<file path="config.mk">
export PLATFORM = sky130hd
export DESIGN_NAME = bus_demux_4_16_flat
export DESIGN_NICKNAME = d
export VERILOG_FILES = /design/src/rtl/bus_demux_4_16_if.sv /design/src/rtl/bus_demux_4_16.sv /design/src/flat_wrapper.sv
export SDC_FILE = /design/constraint.sdc
export NUM_CORES = 1
export LEC_CHECK = 0
export ABC_AREA = 1
export CAP_MARGIN = 20
export CORE_MARGIN = 2
export CORE_UTILIZATION = 40
export DETAILED_ROUTE_END_ITERATION = 6
export HOLD_SLACK_MARGIN = 0.06
export PLACE_DENSITY = 0.7
export SLEW_MARGIN = 10
export SYNTH_ARGS = -nofsm -noshare
export SYNTH_HDL_FRONTEND = slang
export SYNTH_SLANG_ARGS = --single-unit
</file>
<file path="constraint.sdc">
create_clock -name clk -period 4.21 [get_ports clk]
set_clock_uncertainty 0.05 [all_clocks]
set_input_delay 0.6315 -clock clk [delete_from_list [all_inputs] [get_ports clk]]
set_output_delay 0.6315 -clock clk [all_outputs]
set_load 0.01 [all_outputs]
</file>
<file path="src/rtl/bus_demux_4_16_if.sv">
// Handshake bundle for the 1-to-4 registered demultiplexer: one producer-side
// valid/ready word with a 2-bit destination, four consumer-side channels,
// and the aggregate busy flag.
interface bus_demux_4_16_if #(
    parameter int WIDTH = 16
);
    logic [WIDTH-1:0] in_data;
    logic [1:0]       in_select;
    logic             in_valid;
    logic             in_ready;

    logic [WIDTH-1:0] out_data_0;
    logic [WIDTH-1:0] out_data_1;
    logic [WIDTH-1:0] out_data_2;
    logic [WIDTH-1:0] out_data_3;

    logic             out_valid_0;
    logic             out_valid_1;
    logic             out_valid_2;
    logic             out_valid_3;

    logic             out_ready_0;
    logic             out_ready_1;
    logic             out_ready_2;
    logic             out_ready_3;

    logic             busy;

    // Environment side: produces words and drives the consumers' ready lines.
    modport master (
        output in_data, in_select, in_valid,
        output out_ready_0, out_ready_1, out_ready_2, out_ready_3,
        input  in_ready,
        input  out_data_0, out_data_1, out_data_2, out_data_3,
        input  out_valid_0, out_valid_1, out_valid_2, out_valid_3,
        input  busy
    );

    // Demultiplexer side.
    modport slave (
        input  in_data, in_select, in_valid,
        input  out_ready_0, out_ready_1, out_ready_2, out_ready_3,
        output in_ready,
        output out_data_0, out_data_1, out_data_2, out_data_3,
        output out_valid_0, out_valid_1, out_valid_2, out_valid_3,
        output busy
    );
endinterface

</file>
<file path="src/rtl/bus_demux_4_16.sv">
// 1-to-4 registered demultiplexer with valid/ready handshake.
// Each destination channel owns a one-entry holding register, so a stalled
// consumer only blocks words addressed to its own channel. in_ready looks at
// the selected channel alone; the data path is fully registered.
module bus_demux_4_16 #(
    parameter int               WIDTH      = 16,
    parameter logic [WIDTH-1:0] RESET_DATA = '0
) (
    input  logic            clk,
    input  logic            reset,
    bus_demux_4_16_if.slave bus
);

    typedef enum logic {
        EMPTY = 1'b0,
        FULL  = 1'b1
    } chan_state_t;

    chan_state_t      state_q [4];
    chan_state_t      state_d [4];
    logic [WIDTH-1:0] data_q  [4];
    logic [WIDTH-1:0] data_d  [4];

    logic [3:0]       out_ready_v;
    logic [3:0]       out_valid_v;
    logic             in_ready_c;
    logic             accept_c;

    assign out_ready_v = {bus.out_ready_3, bus.out_ready_2,
                          bus.out_ready_1, bus.out_ready_0};

    // Handshake on the producer side: the selected slot must be empty or draining now.
    always_comb begin
        in_ready_c = 1'b0;
        accept_c   = 1'b0;
        in_ready_c = (state_q[bus.in_select] == EMPTY) || out_ready_v[bus.in_select];
        accept_c   = bus.in_valid && in_ready_c;
    end

    // Per-channel next state and holding-register load; unselected channels keep their word.
    always_comb begin
        for (int n = 0; n < 4; n++) begin
            state_d[n] = state_q[n];
            data_d[n]  = data_q[n];
            case (state_q[n])
                EMPTY: begin
                    if (accept_c && (bus.in_select == 2'(n))) begin
                        state_d[n] = FULL;
                        data_d[n]  = bus.in_data;
                    end
                end
                FULL: begin
                    // A load into a full slot implies its consumer is taking the old word now.
                    if (accept_c && (bus.in_select == 2'(n))) begin
                        state_d[n] = FULL;
                        data_d[n]  = bus.in_data;
                    end else if (out_ready_v[n]) begin
                        state_d[n] = EMPTY;
                    end
                end
                default: begin
                    state_d[n] = EMPTY;
                end
            endcase
        end
    end

    // Channel registers; reset discards every held word and restores the reset pattern.
    always_ff @(posedge clk or posedge reset) begin
        if (reset) begin
            for (int n = 0; n < 4; n++) begin
                state_q[n] <= EMPTY;
                data_q[n]  <= RESET_DATA;
            end
        end else begin
            for (int n = 0; n < 4; n++) begin
                state_q[n] <= state_d[n];
                data_q[n]  <= data_d[n];
            end
        end
    end

    assign out_valid_v = {state_q[3] == FULL, state_q[2] == FULL,
                          state_q[1] == FULL, state_q[0] == FULL};

    assign bus.in_ready    = in_ready_c;

    assign bus.out_valid_0 = out_valid_v[0];
    assign bus.out_valid_1 = out_valid_v[1];
    assign bus.out_valid_2 = out_valid_v[2];
    assign bus.out_valid_3 = out_valid_v[3];

    assign bus.out_data_0  = data_q[0];
    assign bus.out_data_1  = data_q[1];
    assign bus.out_data_2  = data_q[2];
    assign bus.out_data_3  = data_q[3];

    assign bus.busy        = |out_valid_v;

`ifndef SYNTHESIS
    // An unknown destination on a presented word would route to an arbitrary channel.
    a_select_known: assert property (@(posedge clk) disable iff (reset)
        bus.in_valid |-> !$isunknown(bus.in_select));
`endif

endmodule

</file>
<file path="src/flat_wrapper.sv">
// flat-port wrapper written by rule: the top's interface ports become plain ports
module bus_demux_4_16_flat 
#(
    parameter int               WIDTH      = 16,
    parameter logic [WIDTH-1:0] RESET_DATA = '0
)
  (clk, reset, bus_in_data, bus_in_select, bus_in_valid, bus_out_ready_0, bus_out_ready_1, bus_out_ready_2, bus_out_ready_3, bus_in_ready, bus_out_data_0, bus_out_data_1, bus_out_data_2, bus_out_data_3, bus_out_valid_0, bus_out_valid_1, bus_out_valid_2, bus_out_valid_3, bus_busy);
  bus_demux_4_16_if #(.WIDTH(WIDTH)) bus_i ();
  input  logic clk;
  input  logic reset;
  input wire logic [$bits(bus_i.in_data)-1:0] bus_in_data;
  input wire logic [$bits(bus_i.in_select)-1:0] bus_in_select;
  input wire logic [$bits(bus_i.in_valid)-1:0] bus_in_valid;
  input wire logic [$bits(bus_i.out_ready_0)-1:0] bus_out_ready_0;
  input wire logic [$bits(bus_i.out_ready_1)-1:0] bus_out_ready_1;
  input wire logic [$bits(bus_i.out_ready_2)-1:0] bus_out_ready_2;
  input wire logic [$bits(bus_i.out_ready_3)-1:0] bus_out_ready_3;
  output wire logic [$bits(bus_i.in_ready)-1:0] bus_in_ready;
  output wire logic [$bits(bus_i.out_data_0)-1:0] bus_out_data_0;
  output wire logic [$bits(bus_i.out_data_1)-1:0] bus_out_data_1;
  output wire logic [$bits(bus_i.out_data_2)-1:0] bus_out_data_2;
  output wire logic [$bits(bus_i.out_data_3)-1:0] bus_out_data_3;
  output wire logic [$bits(bus_i.out_valid_0)-1:0] bus_out_valid_0;
  output wire logic [$bits(bus_i.out_valid_1)-1:0] bus_out_valid_1;
  output wire logic [$bits(bus_i.out_valid_2)-1:0] bus_out_valid_2;
  output wire logic [$bits(bus_i.out_valid_3)-1:0] bus_out_valid_3;
  output wire logic [$bits(bus_i.busy)-1:0] bus_busy;
  assign bus_i.in_data = bus_in_data;
  assign bus_i.in_select = bus_in_select;
  assign bus_i.in_valid = bus_in_valid;
  assign bus_i.out_ready_0 = bus_out_ready_0;
  assign bus_i.out_ready_1 = bus_out_ready_1;
  assign bus_i.out_ready_2 = bus_out_ready_2;
  assign bus_i.out_ready_3 = bus_out_ready_3;
  assign bus_in_ready = bus_i.in_ready;
  assign bus_out_data_0 = bus_i.out_data_0;
  assign bus_out_data_1 = bus_i.out_data_1;
  assign bus_out_data_2 = bus_i.out_data_2;
  assign bus_out_data_3 = bus_i.out_data_3;
  assign bus_out_valid_0 = bus_i.out_valid_0;
  assign bus_out_valid_1 = bus_i.out_valid_1;
  assign bus_out_valid_2 = bus_i.out_valid_2;
  assign bus_out_valid_3 = bus_i.out_valid_3;
  assign bus_busy = bus_i.busy;
  bus_demux_4_16 #(.WIDTH(WIDTH), .RESET_DATA(RESET_DATA)) u_core (.clk(clk), .reset(reset), .bus(bus_i));
endmodule
</file>
## Yosys cells after proc, flatten, opt, wreduce, memory -nomap -nowiden

Index checks and enable logic that the tools add are counted.

- $lt $le $gt $ge: 2
- Muxes and demuxes: 25
- Equal/unequal tests: 3
- Reductions and logical operators: 8
- Bitwise logic cells: 6

Operators with widths:

| operator | number |
|---|---|
| $mux W16 | 4 |
| $mux W1 | 15 |
| $pmux W1 S2 | 4 |
| $logic_and A1 B1 Y1 | 5 |
| $not A1 Y1 | 5 |
| $bmux W1 S2 | 2 |
| $eq A2 B2 Y1 const B | 2 |
| $reduce_or A4 Y1 | 1 |
| $ge A3 B3 Y1 const B | 1 |
| $lt A2 B3 Y1 const B | 1 |
| $not A2 Y3 | 1 |
| $eq A2 B1 Y1 const B | 1 |
| $logic_not A2 Y1 | 1 |
| $logic_or A1 B1 Y1 | 1 |

- Logic and storage cells: 52
- Input port bits: 25
- Flip-flop bits (word level): 68
- Output and inout bits: 70

## Depth between registers and ports, before layout

- Word-level depth: 10
- Depth in mapped cells: 11
- Mapped depth without buffers: 9

## Worst setup path after synthesis

No wires, ideal clock.

- Path kind: in2out
- From: input port bus_in_select[1]
- To: output port bus_in_ready
- Buffers on the path: 2
- Arrival time: 1.386 ns
- Required time: 3.529 ns
- Setup slack: 2.143 ns
- Cell stages on the path: 7
- Cell sequence: buf_6 -> nor2_8 -> nand2_2 -> nand2_2 -> nor2_4 -> nand2_8 -> buf_2

- Longest elaborated chain between the ends: 6
- Elaborated cells between the ends (all ways): 8
- Those cells by class: mux: 5; bitwise: 2; reduce/logical: 1

RTL lines:

| item | RTL line | source |
|---|---|---|
| start, declared | flat_wrapper.sv:12 | `input wire logic [$bits(bus_i.in_select)-1:0] bus_in_select;` |
| $not A2 Y3 (implied by the code) | bus_demux_4_16.sv:36 | `in_ready_c = (state_q[bus.in_select] == EMPTY) \|\| out_ready_v[bus.in_select];` |
| $bmux W1 S2 | bus_demux_4_16.sv:36 |  |
| $mux W1 (implied by the code) (2 in a row) | bus_demux_4_16.sv:36 |  |
| $not A1 Y1 | bus_demux_4_16.sv:36 |  |
| $logic_or A1 B1 Y1 (*) | bus_demux_4_16.sv:36 |  |
| end, declared | flat_wrapper.sv:18 | `output wire logic [$bits(bus_i.in_ready)-1:0] bus_in_ready;` |

Mark *: on every way between the ends. The rest lies on a longest branch, timed or not. The select of a mux whose other input is x is not followed.

## Worst setup path after layout

- From: input port bus_in_select[0]
- To: output port bus_in_ready

Same word-level chain as after synthesis.

==> impl_metrics.prom <==
# TYPE chip_impl_metric gauge
chip_impl_metric{name="detail-route-antenna-nets",unit=""} 0
chip_impl_metric{name="tritoncts.num_buffers",unit=""} 9
chip_impl_metric{name="power.net_switching",unit="µW"} 582.3
chip_impl_metric{name="synth.net_count",unit=""} 348
chip_impl_metric{name="synthesis.area",unit="µm²"} 3028
chip_impl_metric{name="drt_iter0_markers",unit=""} 205
chip_impl_info{name="yosys.area.top_type",value="sky130_fd_sc_hd__dfrtp_1"} 1
chip_impl_metric{name="worst_slew_pin_slew",unit="ns"} 0.9668
chip_impl_metric{name="post_cts.resized_instances",unit=""} 0
chip_impl_metric{name="setup.reg_to_reg.worst_slack",unit="ns"} 2.47
chip_impl_metric{name="p_clk_frac",unit=""} 0.251
chip_impl_metric{name="design.final.nets",unit=""} 430
chip_impl_metric{name="initial_utilization",unit=""} 0.4152
chip_impl_metric{name="final_core_util",unit=""} 0.5637
chip_impl_metric{name="flip_flop_and_latch_count_after_synthesis",unit=""} 68
chip_impl_metric{name="max_clock_freq",unit="MHz"} 282.9
chip_impl_info{name="run_status",value="complete, no violations"} 1
chip_impl_metric{name="route.detailed.vias_per_inst",unit=""} 5.256
chip_impl_metric{name="total_power",unit="mW"} 1.902
chip_impl_metric{name="synth-seq-area-share",unit=""} 0.5620
chip_impl_metric{name="antenna_found_initial",unit=""} 0
chip_impl_metric{name="grt.overflow.total",unit=""} 0
chip_impl_info{name="criticalPathCategory",value="in -> out"} 1
chip_impl_metric{name="seq_power_share",unit=""} 0.453
chip_impl_metric{name="grt_util_overall",unit=""} 0.2092
chip_impl_metric{name="htree_num_levels",unit=""} 3
chip_impl_metric{name="rows",unit=""} 31
chip_impl_metric{name="report.final.hold_viol_count",unit=""} 0
chip_impl_metric{name="syn_inst",unit=""} 323
chip_impl_metric{name="wl_met2",unit="µm"} 4042
chip_impl_metric{name="edff_count_synth",unit=""} 0
chip_impl_metric{name="fillCellCount",unit=""} 696
chip_impl_metric{name="number_of_placed_instances_with_taps_included",unit=""} 492
chip_impl_metric{name="route.final.wire_length",unit="µm"} 8474
chip_impl_info{name="holdCritPathClass",value="reg -> reg"} 1
chip_impl_metric{name="yosys.area_share.simple",unit=""} 0.3632
chip_impl_info{name="timing.critical_path.to_type",value="output port"} 1
chip_impl_metric{name="power.share.switching",unit=""} 0.3063
chip_impl_metric{name="timing.final.crit_share",unit=""} 0.8396
chip_impl_metric{name="drt_pass1_iterations",unit=""} 4
chip_impl_metric{name="post_synth_xor_area_fraction",unit=""} 0
chip_impl_metric{name="die_x",unit="µm"} 91.01
chip_impl_metric{name="dp_hpwl",unit="µm"} 5727
chip_impl_metric{name="cts_num_sinks",unit=""} 68
chip_impl_metric{name="ys_types",unit=""} 21
chip_impl_info{name="hp-start",value="u_core.bus.out_data_2[5]"} 1
chip_impl_metric{name="min_period",unit="ns"} 3.535
chip_impl_metric{name="port_buffers",unit=""} 94
chip_impl_metric{name="hold-path-cell-count",unit=""} 2
chip_impl_info{name="grt_setup_unrepaired",value="no"} 1
chip_impl_metric{name="pwr-share-comb",unit=""} 0.296
chip_impl_info{name="timing.rr.end",value="u_core.bus.out_data_2[8]"} 1
chip_impl_metric{name="synth-adder-area-share",unit=""} 0
chip_impl_metric{name="synthToLayoutAreaGrowth",unit="%"} 35.74
chip_impl_metric{name="timing.final.max_slew_violations",unit=""} 0
chip_impl_info{name="topRoutingLayerUsed",value="met4"} 1
chip_impl_metric{name="fraction_of_final_layout_cells_sized_beyond_drive_strength_1",unit=""} 0.08313
chip_impl_metric{name="post_synth_mux_area_share",unit=""} 0
chip_impl_info{name="min_to",value="u_core.bus.out_data_2[5]"} 1
chip_impl_metric{name="clockBufferDepth",unit=""} 2
chip_impl_metric{name="met3_wirelength",unit="µm"} 516
chip_impl_metric{name="max-vdd-ir-drop",unit="µV"} 189.1
chip_impl_metric{name="final-instance-count-excl-fill",unit=""} 508
chip_impl_metric{name="intPower",unit="mW"} 1.319
chip_impl_metric{name="drc",unit=""} 0
chip_impl_metric{name="count_of_warnings_emitted_by_yosys",unit=""} 0
chip_impl_metric{name="report.final.setup_viol",unit=""} 0
chip_impl_metric{name="grt_pass1_wl",unit="µm"} 13630
chip_impl_info{name="combinational_family_with_the_most_area_after_synthesis",value="simple AND/OR/NAND/NOR gates"} 1
chip_impl_metric{name="ios",unit=""} 95
chip_impl_metric{name="maxCapViolations",unit=""} 0
chip_impl_metric{name="gpl.final_weighted_congestion",unit=""} 0.7790
chip_impl_metric{name="finalHoldWorstSlack",unit="ns"} 0.4175
chip_impl_metric{name="synth-async-reset-ratio",unit=""} 1.000
chip_impl_info{name="r2r-start",value="u_core.bus.out_valid_3"} 1
chip_impl_metric{name="rr_worst_depth",unit=""} 8
chip_impl_metric{name="insertedDiodeCount",unit=""} 0
chip_impl_metric{name="detail_route.wirelength.met1",unit="µm"} 3812
chip_impl_metric{name="dieHeight",unit="µm"} 91.01
chip_impl_metric{name="cts_setup_buffers",unit=""} 0
chip_impl_metric{name="timing.critical_path.required",unit="ns"} 3.53
chip_impl_metric{name="floorplan.core_area",unit="µm²"} 7292
chip_impl_metric{name="die_area",unit="µm²"} 8282
chip_impl_metric{name="largest_net_degree_at_the_start_of_global_routing",unit=""} 70
chip_impl_metric{name="proportion_of_netlist_area_held_by_the_largest_area_contributor",unit=""} 0.5620
chip_impl_metric{name="setup_tns",unit="ns"} 0
chip_impl_metric{name="wl_per_cell",unit="µm"} 16.68
chip_impl_metric{name="power_density",unit="nW/µm²"} 462.6
chip_impl_info{name="cts_tree",value="yes"} 1
chip_impl_info{name="synth-main-ff-cell",value="sky130_fd_sc_hd__dfrtp_1"} 1
chip_impl_metric{name="syn-mean-instance-area",unit="µm²"} 9.374
chip_impl_metric{name="critical_path_arrival",unit="ns"} 2.85
chip_impl_metric{name="max_slew_headroom",unit=""} 0.3545
chip_impl_metric{name="first_global_vias",unit=""} 2615
chip_impl_metric{name="worstSkewPairLatency",unit="ns"} 0.34
chip_impl_metric{name="p_leak",unit="nW"} 1.961
chip_impl_metric{name="cts-hold-fix-buffers",unit=""} 0
chip_impl_metric{name="vias_post_dr",unit=""} 2670
chip_impl_info{name="ys_top_cells_by_area",value="sky130_fd_sc_hd__dfrtp_1 (56%), sky130_fd_sc_hd__nand2_1 (17%), sky130_fd_sc_hd__nand4_1 (13%)"} 1
chip_impl_info{name="worstSetupStartpointType",value="input port"} 1
chip_impl_metric{name="synth_compound_area_frac",unit=""} 0.006612
chip_impl_metric{name="biggest_fanout_along_the_worst_timing_path",unit=""} 69
chip_impl_info{name="ctsRootBufferMaster",value="sky130_fd_sc_hd__clkbuf_8"} 1
chip_impl_metric{name="worst_setup_hold_path_clk_slew",unit="ns"} 0.07
[how the worst max path moves through the flow]
| stage | from | endpoint | cells past startpoint |
|---|---|---|---|
| detailed placement | bus_in_select[0] | bus_in_ready | 7 |
| floorplan | reset | u_core.bus.out_data_0[0] | 1 |
| global route | bus_in_select[0] | bus_in_ready | 7 |
| finish | bus_in_select[0] | bus_in_ready | 7 |
| global placement | bus_in_select[0] | bus_in_ready | 7 |
| CTS | bus_in_select[0] | bus_in_ready | 7 |
[cell usage after synthesis (2+ instances only)]
cell / instances
sky130_fd_sc_hd__buf_1: 3
sky130_fd_sc_hd__buf_2: 4
sky130_fd_sc_hd__buf_4: 3
sky130_fd_sc_hd__buf_6: 7
sky130_fd_sc_hd__clkbuf_1: 7
sky130_fd_sc_hd__dfrtp_1: 68
sky130_fd_sc_hd__inv_1: 5
sky130_fd_sc_hd__inv_2: 2
sky130_fd_sc_hd__nand2_1: 137
sky130_fd_sc_hd__nand2_2: 4
sky130_fd_sc_hd__nand3_1: 2
sky130_fd_sc_hd__nand3_4: 4
sky130_fd_sc_hd__nand4_1: 65
sky130_fd_sc_hd__nor2_2: 2
sky130_fd_sc_hd__o21ai_1: 4
[final cells by class]
cell class,instances,area [µm²],share of cell area
clock buffer,13,158.9,0.03866
clock inverter,2,10.01,0.002435
inverter,8,32.53,0.007915
multi-input combinational,222,1120,0.2724
sequential,68,1702,0.4140
tap,99,123.9,0.03014
timing repair buffer,96,963.4,0.2344
[flip-flops by register name (all words and copies together) (netlist names)]
name                    cells
u_core.bus.out_data_0      16
u_core.bus.out_data_2      16
u_core.bus.out_valid_3      1
u_core.bus.out_data_3      16
u_core.bus.out_valid_2      1
u_core.bus.out_valid_0      1
u_core.bus.out_data_1      16
u_core.bus.out_valid_1      1
[metal layers]
| metal | GRT usage | vias up |
|---|---|---|
| met4 | 0.06944 | 0 |
| met3 | 0.05726 | 10 |
| li1 | - | 1257 |
| met2 | 0.3272 | 98 |
| met5 | 0 | - |
| met1 | 0.2825 | 1305 |
[power by group through the flow]
stage	combinational (mW)	clock [mW]	sequential, mW
2_1_floorplan	0.182	0	0.918
3_3_place_gp	0.554	0	0.872
3_5_place_dp	0.565	0	0.871
4_1_cts	0.567	0.486	0.860
5_1_grt	0.613	0.514	0.876
6_report	0.563	0.478	0.861
[worst max-delay path, cell delays in order]
cell and delay (ns):
sky130_fd_sc_hd__clkdlybuf4s50_1 0.66, sky130_fd_sc_hd__nor2_8 0.37, sky130_fd_sc_hd__nand2_2 0.10, sky130_fd_sc_hd__nand2_2 0.09
sky130_fd_sc_hd__nor2_4 0.05, sky130_fd_sc_hd__nand2_8 0.31, sky130_fd_sc_hd__clkdlybuf4s50_1 0.63
[placed cells by master (no fill, tap or decap), drive strengths merged]
cell and count:
nand3 7, nor2 4, o21ai 4, buf 3, nand4 65, clkinv 2, inv 8, nand2 142
clkbuf 13, clkdlybuf4s50 93, dfrtp 68
[per-stage QoR]
stage | worst slack [ns] | area, µm²
after floorplan | 1.817 | 3028
after global placement | 0.7538 | 3921
after detailed placement | 0.7117 | 3921
after CTS | 0.7011 | 4090
after global routing | 0.5644 | 4110
final | 0.6755 | 4110
[cell families after synthesis]
family | count (synthesis)
AND/OR/NAND/NOR | 218
flip-flops | 68
buffers and inverters | 33
AO/OA/AOI/OAI | 4
No activity file was read; power rests on OpenSTA's default activity.
